$ cat src/rtl/mem_arb_pkg.sv
// Shared types and constants for the IF/DM memory port arbiter.
package mem_arb_pkg;

  localparam int ADDR_W_DEF  = 16;
  localparam int DATA_W_DEF  = 32;
  localparam int TIMEOUT_DEF = 255;
  localparam int CNT_W_DEF   = 8;

  // Read data returned to a requester whose access the watchdog aborted.
  localparam logic [31:0] TIMEOUT_DATA = 32'hDEAD_BEEF;

  typedef enum logic [1:0] {
    IDLE = 2'd0,
    BUSY = 2'd1,
    RESP = 2'd2
  } state_t;

  typedef enum logic {
    GNT_IF = 1'b0,
    GNT_DM = 1'b1
  } grant_t;

endpackage

$ cat src/rtl/rr_arb2.sv
// Two-way round-robin picker; bit 0 is the IF side, bit 1 the DM side.
module rr_arb2 import mem_arb_pkg::*; (
  input  logic       clk,
  input  logic       rst,
  input  logic [1:0] req,
  input  logic       update,
  output logic [1:0] gnt
);

  grant_t last_grant;

  // Reset to DM so the IF side wins the first tie.
  always_ff @(posedge clk) begin
    if (!rst) begin
      last_grant <= GNT_DM;
    end else if (update && (gnt != 2'b00)) begin
      last_grant <= gnt[0] ? GNT_IF : GNT_DM;
    end
  end

  always_comb begin
    gnt = 2'b00;
    case (req)
      2'b01:   gnt = 2'b01;
      2'b10:   gnt = 2'b10;
      2'b11:   gnt = (last_grant == GNT_DM) ? 2'b01 : 2'b10;
      default: gnt = 2'b00;
    endcase
  end

endmodule

$ cat src/rtl/mem_port_arbiter.sv
// Serialises instruction-fetch and data-memory accesses onto one external
// pad bus with round-robin arbitration and a watchdog on hung accesses.
module mem_port_arbiter import mem_arb_pkg::*; #(
  parameter int ADDR_W  = ADDR_W_DEF,
  parameter int DATA_W  = DATA_W_DEF,
  parameter int TIMEOUT = TIMEOUT_DEF,  // must be < 2**CNT_W
  parameter int CNT_W   = CNT_W_DEF
) (
  input  logic              clk,
  input  logic              rst,
  input  logic              if_req,
  input  logic [ADDR_W-1:0] if_addr,
  output logic [DATA_W-1:0] if_rdata,
  output logic              if_ack,
  input  logic              dm_req,
  input  logic [3:0]        dm_we,
  input  logic [ADDR_W-1:0] dm_addr,
  input  logic [DATA_W-1:0] dm_wdata,
  output logic [DATA_W-1:0] dm_rdata,
  output logic              dm_ack,
  output logic              mem_req,
  output logic [3:0]        mem_we,
  output logic [ADDR_W-1:0] mem_addr,
  output logic [DATA_W-1:0] mem_wdata,
  input  logic [DATA_W-1:0] mem_rdata,
  input  logic              mem_ack,
  output logic              err,
  output state_t            dbg_state
);

  // Handshake: each requester raises req (level) and holds it with stable
  // addr/we/wdata until its ack pulses for one cycle; rdata is valid in that
  // cycle. Externally mem_req is held with stable mem_* until mem_ack.

  localparam logic [CNT_W-1:0] CNT_LAST = CNT_W'(TIMEOUT - 1);

  state_t            state, state_d;
  grant_t            cur, cur_d;
  logic [CNT_W-1:0]  cnt, cnt_d;
  logic [DATA_W-1:0] if_rdata_d, dm_rdata_d, mem_wdata_d, done_data;
  logic [ADDR_W-1:0] mem_addr_d;
  logic [3:0]        mem_we_d;
  logic              if_ack_d, dm_ack_d, mem_req_d, err_d;
  logic [1:0]        gnt;
  logic              arb_update;

  rr_arb2 u_rr_arb2 (
    .clk    (clk),
    .rst    (rst),
    .req    ({dm_req, if_req}),
    .update (arb_update),
    .gnt    (gnt)
  );

  assign dbg_state = state;
  assign done_data = mem_ack ? mem_rdata : DATA_W'(TIMEOUT_DATA);

  always_comb begin
    state_d     = state;
    cur_d       = cur;
    cnt_d       = cnt;
    if_rdata_d  = if_rdata;
    dm_rdata_d  = dm_rdata;
    if_ack_d    = 1'b0;
    dm_ack_d    = 1'b0;
    mem_req_d   = mem_req;
    mem_we_d    = mem_we;
    mem_addr_d  = mem_addr;
    mem_wdata_d = mem_wdata;
    err_d       = err;
    arb_update  = 1'b0;
    case (state)
      IDLE: begin
        if (gnt != 2'b00) begin
          arb_update = 1'b1;
          mem_req_d  = 1'b1;
          cnt_d      = '0;
          state_d    = BUSY;
          if (gnt[0]) begin
            cur_d       = GNT_IF;
            mem_addr_d  = if_addr;
            mem_we_d    = 4'b0000;
            mem_wdata_d = '0;
          end else begin
            cur_d       = GNT_DM;
            mem_addr_d  = dm_addr;
            mem_we_d    = dm_we;
            mem_wdata_d = dm_wdata;
          end
        end
      end
      BUSY: begin
        cnt_d = cnt + CNT_W'(1);
        // A real mem_ack in the final watchdog cycle still completes normally.
        if (mem_ack || (cnt == CNT_LAST)) begin
          mem_req_d = 1'b0;
          mem_we_d  = 4'b0000;
          state_d   = RESP;
          if (!mem_ack) err_d = 1'b1;
          if (cur == GNT_IF) begin
            if_rdata_d = done_data;
            if_ack_d   = 1'b1;
          end else begin
            dm_rdata_d = done_data;
            dm_ack_d   = 1'b1;
          end
        end
      end
      RESP: begin
        state_d = IDLE;
      end
      default: begin
        state_d = IDLE;
      end
    endcase
  end

  always_ff @(posedge clk) begin
    if (!rst) begin
      state     <= IDLE;
      cur       <= GNT_IF;
      cnt       <= '0;
      if_rdata  <= '0;
      dm_rdata  <= '0;
      if_ack    <= 1'b0;
      dm_ack    <= 1'b0;
      mem_req   <= 1'b0;
      mem_we    <= 4'b0000;
      mem_addr  <= '0;
      mem_wdata <= '0;
      err       <= 1'b0;
    end else begin
      state     <= state_d;
      cur       <= cur_d;
      cnt       <= cnt_d;
      if_rdata  <= if_rdata_d;
      dm_rdata  <= dm_rdata_d;
      if_ack    <= if_ack_d;
      dm_ack    <= dm_ack_d;
      mem_req   <= mem_req_d;
      mem_we    <= mem_we_d;
      mem_addr  <= mem_addr_d;
      mem_wdata <= mem_wdata_d;
      err       <= err_d;
    end
  end

endmodule

$ cat config.mk
export PLATFORM = sky130hd
export DESIGN_NAME = mem_port_arbiter
export DESIGN_NICKNAME = d
export VERILOG_FILES = /design/src/rtl/mem_arb_pkg.sv /design/src/rtl/rr_arb2.sv /design/src/rtl/mem_port_arbiter.sv
export SDC_FILE = /design/constraint.sdc
export NUM_CORES = 1
export LEC_CHECK = 0
export ABC_CLOCK_PERIOD_IN_PS = 2700
export BUFFER_PORTS_ARGS = -buffer_cell sky130_fd_sc_hd__buf_2
export CORE_UTILIZATION = 35
export CTS_CLUSTER_DIAMETER = 40
export DETAILED_ROUTE_END_ITERATION = 12
export GPL_ROUTABILITY_DRIVEN = 1
export GPL_TIMING_DRIVEN = 0
export MAX_ROUTING_LAYER = met4
export PLACE_DENSITY = 0.72
export REMOVE_ABC_BUFFERS = 1
export SETUP_SLACK_MARGIN = 0.15
export SLEW_MARGIN = 25
export SYNTH_ARGS = -nofsm -noshare
export SYNTH_HDL_FRONTEND = slang
export SYNTH_SLANG_ARGS = --single-unit
$ cat constraint.sdc
create_clock -name clk -period 2.7 [get_ports clk]
set_input_delay 0.135 -clock clk [delete_from_list [all_inputs] [get_ports clk]]
set_output_delay 0.135 -clock clk [all_outputs]
set_load 0.05 [all_outputs]
# ---- After elaboration in Yosys (flattened, before gate mapping)
# Index checks and enable logic that the tools add are counted.
dict set report totals {
  regBits 132
  word_cells 58
}
dict set report classes {
  n_addsub 1
  eq_ne 7
  n_mux 22
  bitwise_logic 2
  reduce_logical 13
}
# op count
set ops {}
lappend ops {{$mux W32} 2}
lappend ops {{$mux W16} 1}
lappend ops {{$pmux W8 S2} 1}
lappend ops {{$reduce_and A3 Y1} 5}
lappend ops {{$mux W4} 3}
lappend ops {{$add A8 B1 Y8 const B} 1}
lappend ops {{$eq A8 B8 Y1 const B} 1}
lappend ops {{$mux W8} 1}
lappend ops {{$pmux W4 S2} 1}
lappend ops {{$mux W1} 7}
lappend ops {{$mux W2} 3}
lappend ops {{$pmux W2 S3} 1}
lappend ops {{$reduce_and A2 Y1} 3}
lappend ops {{$eq A2 B1 Y1 const B} 2}
lappend ops {{$eq A2 B2 Y1 const B} 2}
lappend ops {{$ne A2 B2 Y1 const B} 2}
lappend ops {{$pmux W2 S2} 1}
lappend ops {{$reduce_bool A2 Y1} 2}
lappend ops {{$logic_not A2 Y1} 1}
lappend ops {{$not A1 Y1} 2}
lappend ops {{$pmux W1 S2} 1}
lappend ops {{$logic_and A1 B1 Y1} 1}
lappend ops {{$logic_or A1 B1 Y1} 1}

# ---- Logic depth before layout (Yosys ltp)
dict set report depth {
  ltp_word 6
  depth_mapped 7
  ltp_nobuf 5
}

# ---- By module
# Synthesis repeated with hierarchy kept, for this count alone.
dict set report unflattened {
  cells_unflattened 503
  area_unflattened_um2 5222.5
}
# mod instances cells_per_inst area_each_um2 seq_area_each_um2
set modules_own_cells {}
lappend modules_own_cells {mem_port_arbiter 1 496 5163.7 2622.5}
lappend modules_own_cells {rr_arb2 1 7 58.8 20.0}

# ---- Least setup slack after synthesis
# OpenSTA, ideal clock, no wires.
dict set report synth_timing {
  path_kind {reg-to-reg}
  from {reg state[0] (netlist: dbg_state[0])}
  to {reg if_rdata[15]}
  t_arrival_ns 1.667
  path_slack_ns 0.914
  stages_incl_launch_ff 6
  period_less_slack_ns 1.786
  path_cell_list {dfxtp_1 nor2b_1 buf_2 nand3b_1 clkbuf_1 o221a_2}
}
dict set report synth_via {
  elab_chain_cells 2
}
# element line
set synth_rtl {}
lappend synth_rtl {{start: declaration} mem_port_arbiter.sv:37} ;# state_t state, state_d;
lappend synth_rtl {{start signal: assignment} mem_port_arbiter.sv:133} ;# state <= state_d;
lappend synth_rtl {{$eq A2 B1 Y1} mem_port_arbiter.sv:72} ;# case (state)
lappend synth_rtl {{$reduce_and A3 Y1 (no line)} -}
lappend synth_rtl {{end signal: assignment} mem_port_arbiter.sv:136} ;# if_rdata <= if_rdata_d;
lappend synth_rtl {{end: declaration} mem_port_arbiter.sv:13} ;# output logic [DATA_W-1:0] if_rdata,
# Every way passes these cells.
# A chain may end at the register's enable or synchronous reset.

# ---- Worst setup path after layout
dict set report layout_timing {
  from {reg state[0] (netlist: dbg_state[0])}
  to {reg if_rdata[25]}
}
# The elaborated chain is that of the path after synthesis.

==> metrics.log <==
INFO  metric top_layer = met4
INFO  metric cts_buffers = 17
INFO  metric worst_hold_class = in2reg
INFO  metric synth_flop_cell = sky130_fd_sc_hd__dfxtp_1
INFO  metric reg2reg_from = dbg_state[0]$_SDFFE_PN0P_
INFO  metric timing.critical_path.slowest_cell_delay = 780 ps
INFO  metric detailed_place.area = 6202 um^2
INFO  metric timing.critical_path.arrival = 2650 ps
INFO  metric total_via_count_in_the_routed_design = 4,783
INFO  metric grt_start_max_net_pins = 75
INFO  metric core = 13,880 um^2
INFO  metric final_period_util = 0.8711
INFO  metric timing_worst_slew_pin_value = 1073 ps
INFO  metric postSynth.asyncResetShare = 0
INFO  metric worst_setup_path_category = reg2reg
INFO  metric first_global_vias = 4,570
INFO  metric starting_utilization_of_the_core_area = 0.3598
INFO  metric fp.dieArea = 14,750 um^2
INFO  metric final_cell_mix = sky130_fd_sc_hd__buf_2 (225), sky130_fd_sc_hd__dfxtp_1 (132), sky130_fd_sc_hd__dlygate4sd3_1 (60)
INFO  metric finalCriticalPeriod = 2352 ps
INFO  metric antennaDiodeCount = 0
INFO  metric worstPathRequired = 2990 ps
INFO  metric synth.top_cell.area_share = 0.5291
INFO  metric placed_cells_incl_taps = 840
INFO  metric number_of_synthesized_flops_with_an_enable_pin = 0
INFO  metric ant_nets = 0
INFO  metric critical_path_buf_inv_count = 0
INFO  metric routed-wl-met2 = 6839 um
INFO  metric synth_top_cells_by_area = sky130_fd_sc_hd__dfxtp_1 (53%), sky130_fd_sc_hd__o221a_2 (11%), sky130_fd_sc_hd__a22oi_1 (4.8%), sky130_fd_sc_hd__nor2b_1 (4.3%), sky130_fd_sc_hd__o21ai_0 (3.6%)
INFO  metric finalSetupViolations = 0
INFO  metric hold_violations = 0
INFO  metric post_synth_cell_types = 42
INFO  metric max_clock_skew = 7.354 ps
INFO  metric drc = 0
INFO  metric syn_inst = 471
INFO  metric report.final.slew_viol_count = 0
INFO  metric hpwlAfterDp = 9126 um
INFO  metric drive_gt1_frac = 0.4221
INFO  metric core.rowCount = 43
INFO  metric worst_slew_margin_rel = 0.2828
INFO  metric power.static_leakage = 3.364 nW
INFO  metric synth-seq-cells = 132
INFO  metric wl_met1 = 5951 um
INFO  metric final_design_area_no_fill = 7453 um^2
INFO  metric min-delay-start = dm_wdata[3]
INFO  metric flow.area_growth_from_synthesis = 49.22%
INFO  metric place.gp.congestion = 0.7534
INFO  metric power_total = 5.586 mW
INFO  metric dieHeight = 121.5 um
INFO  metric grt_first_pass_wirelength = 21,820 um
INFO  metric worstSkewPairLatency = 410 ps
INFO  metric clock_tree.htree_level_count = 4
INFO  metric numClockSinks = 132
INFO  metric layout.cells.most_common = sky130_fd_sc_hd__buf_2
INFO  metric clockRootBuffer = sky130_fd_sc_hd__clkbuf_16
INFO  metric critical-path-slowest-cell = sky130_fd_sc_hd__nand3b_1
INFO  metric p_per_area = 749.4 nW/um^2
INFO  metric critical-path-top-delay-family = simple AND/OR/NAND/NOR gates
INFO  metric netlist.top_cell.by_area = sky130_fd_sc_hd__dfxtp_1
INFO  metric routed_wirelength = 14,060 um
INFO  metric crit_path_max_fanout = 24
INFO  metric wl_per_cell = 15.10 um
INFO  metric synthesis.area = 4995 um^2
INFO  metric fillers = 1,173
INFO  metric worstPathCellList = nor2b_1 -> nand3b_1 -> o221a_2
INFO  metric final_nets = 846
INFO  metric cts_tree = yes
INFO  metric run_status = completed
INFO  metric tot_gr_track_use = 0.1932
INFO  metric firstDrtPassIters = 5
INFO  metric clock_tree.buffer_depth = 2
INFO  metric grt-ovfl-total = 0
INFO  metric peakVddDrop = 0.3543 mV
INFO  metric synthesis.yosys.warnings = 0
INFO  metric port_buffers = 226
INFO  metric post_layout_nonfiller_instances = 931
INFO  metric clk_pin_slew_worst_paths = 60 ps
INFO  metric top_level_ports = 227
INFO  metric drt-initial-drc-count = 327
INFO  metric antenna_violations_before_repair = 0
INFO  metric worst_setup_path_start_kind = register
INFO  metric rsz0062_at_grt = false
INFO  metric mean_post_synth_cell_area = 10.60 um^2
INFO  metric timing.critical_path.to_type = register
INFO  metric met3_wirelength = 970 um
INFO  metric ys_seq_area_frac = 0.5291
INFO  metric route.detailed.vias_per_inst = 5.137
INFO  metric maxCapViolCount = 0
INFO  metric setup.worst_path.start = dbg_state[0]$_SDFFE_PN0P_
INFO  metric max_clock_freq = 425.2 MHz
INFO  metric fp.dieW = 121.5 um
-- cells in the mapped netlist, types with 2 or more instances --
master / number
sky130_fd_sc_hd__ha_1: 2
sky130_fd_sc_hd__and2_1: 2
sky130_fd_sc_hd__o21ai_0: 36
sky130_fd_sc_hd__o221a_2: 47
sky130_fd_sc_hd__a22oi_1: 32
sky130_fd_sc_hd__o31ai_1: 2
sky130_fd_sc_hd__buf_6: 6
sky130_fd_sc_hd__nand2_1: 28
sky130_fd_sc_hd__nand2b_1: 2
sky130_fd_sc_hd__inv_1: 3
sky130_fd_sc_hd__o211ai_1: 6
sky130_fd_sc_hd__clkbuf_1: 24
sky130_fd_sc_hd__a21boi_0: 18
sky130_fd_sc_hd__a21oi_1: 20
sky130_fd_sc_hd__or3_1: 2
sky130_fd_sc_hd__nand3_1: 11
sky130_fd_sc_hd__nor2_1: 9
sky130_fd_sc_hd__or2_2: 2
sky130_fd_sc_hd__dfxtp_1: 132
sky130_fd_sc_hd__buf_4: 5
sky130_fd_sc_hd__nor3_1: 4
sky130_fd_sc_hd__buf_2: 6
sky130_fd_sc_hd__nor2b_1: 34
sky130_fd_sc_hd__nand3b_1: 3
sky130_fd_sc_hd__nor2_2: 2
sky130_fd_sc_hd__mux2i_1: 16
sky130_fd_sc_hd__nand4_1: 2
-- power by group --
| group | total (mW) | internal [mW] | switching (mW) |
|---|---|---|---|
| clock | 2.51 | 1.66 | 0.850 |
| combinational | 0.959 | 0.311 | 0.647 |
| sequential | 2.12 | 2.06 | 0.0620 |
-- cell type report --
cell class | count | area (um^2) | share of cell area
Sequential cell | 132 | 2643 | 0.3545
Multi-Input combinational cell | 295 | 2130 | 0.2857
Timing Repair Buffer | 290 | 1799 | 0.2414
Clock buffer | 18 | 439.2 | 0.05892
Tap cell | 180 | 225.2 | 0.03022
Clock inverter | 13 | 206.4 | 0.02770
Inverter | 3 | 11.26 | 0.001511
-- sequential cells by signal, summed over array words and instances, names as in the netlist, 2 cells and up --
signal / count
dm_rdata: 32
if_rdata: 32
mem_wdata: 32
mem_addr: 16
cnt: 8
mem_we: 4
dbg_state: 2
-- worst register-to-register path: stages (launching register included) --
cell and delay [ps]:
sky130_fd_sc_hd__dfxtp_1 450, sky130_fd_sc_hd__nor2b_1 390, sky130_fd_sc_hd__nand3b_1 780, sky130_fd_sc_hd__o221a_2 620
-- kinds of logic after synthesis --
family,after synthesis,synth area share
adders and majority gates,2,0.005009
muxes,16,0.03206
AOI/OAI and AO/OA,169,0.2675
DFF,132,0.5291
and+or+nand+nor,108,0.1190
buffers and inverters,44,0.04735
-- timing repair --
action / 4_1_cts / 5_1_grt
setup endpoints to repair: 24 / 0
setup buffers: 0 / 0
hold buffers: 60 / 0
endpoints found under the hold margin: 71 / 0
resized for setup: 1 / 0
-- path summary, 6_finish.rpt --
kind,endpoint,slack [ps],cells past startpoint
setup / recovery,if_rdata[25]$_SDFFE_PN0P_,350,3
hold / removal,mem_wdata[3]$_SDFFE_PN0P_,7,3
setup reg to reg,if_rdata[25]$_SDFFE_PN0P_,350,3
hold reg to reg,err$_SDFFE_PN0P_,470,1
-- stage by stage --
stage / setup TNS [ps] / worst slack [ps] / util / hold WS, ps
after floorplan: 0 / 110.2 / - / 211.2
after global placement: -7245 / -429.3 / 0.4413 / 386.2
after detailed placement: 0 / 94.98 / 0.4468 / 399.8
after CTS: 0 / 368.7 / 0.5370 / 0.5543
after global routing: 0 / 184.6 / 0.5370 / 5.843
final: 0 / 348.2 / 0.5370 / 6.992
-- layer usage --
metal,GRT usage,up-vias
met5,-,-
met4,0.09182,0
met3,0.04981,27
met2,0.3143,204
met1,0.2211,2259
li1,-,2293
Power figures use the tool's default switching activity.
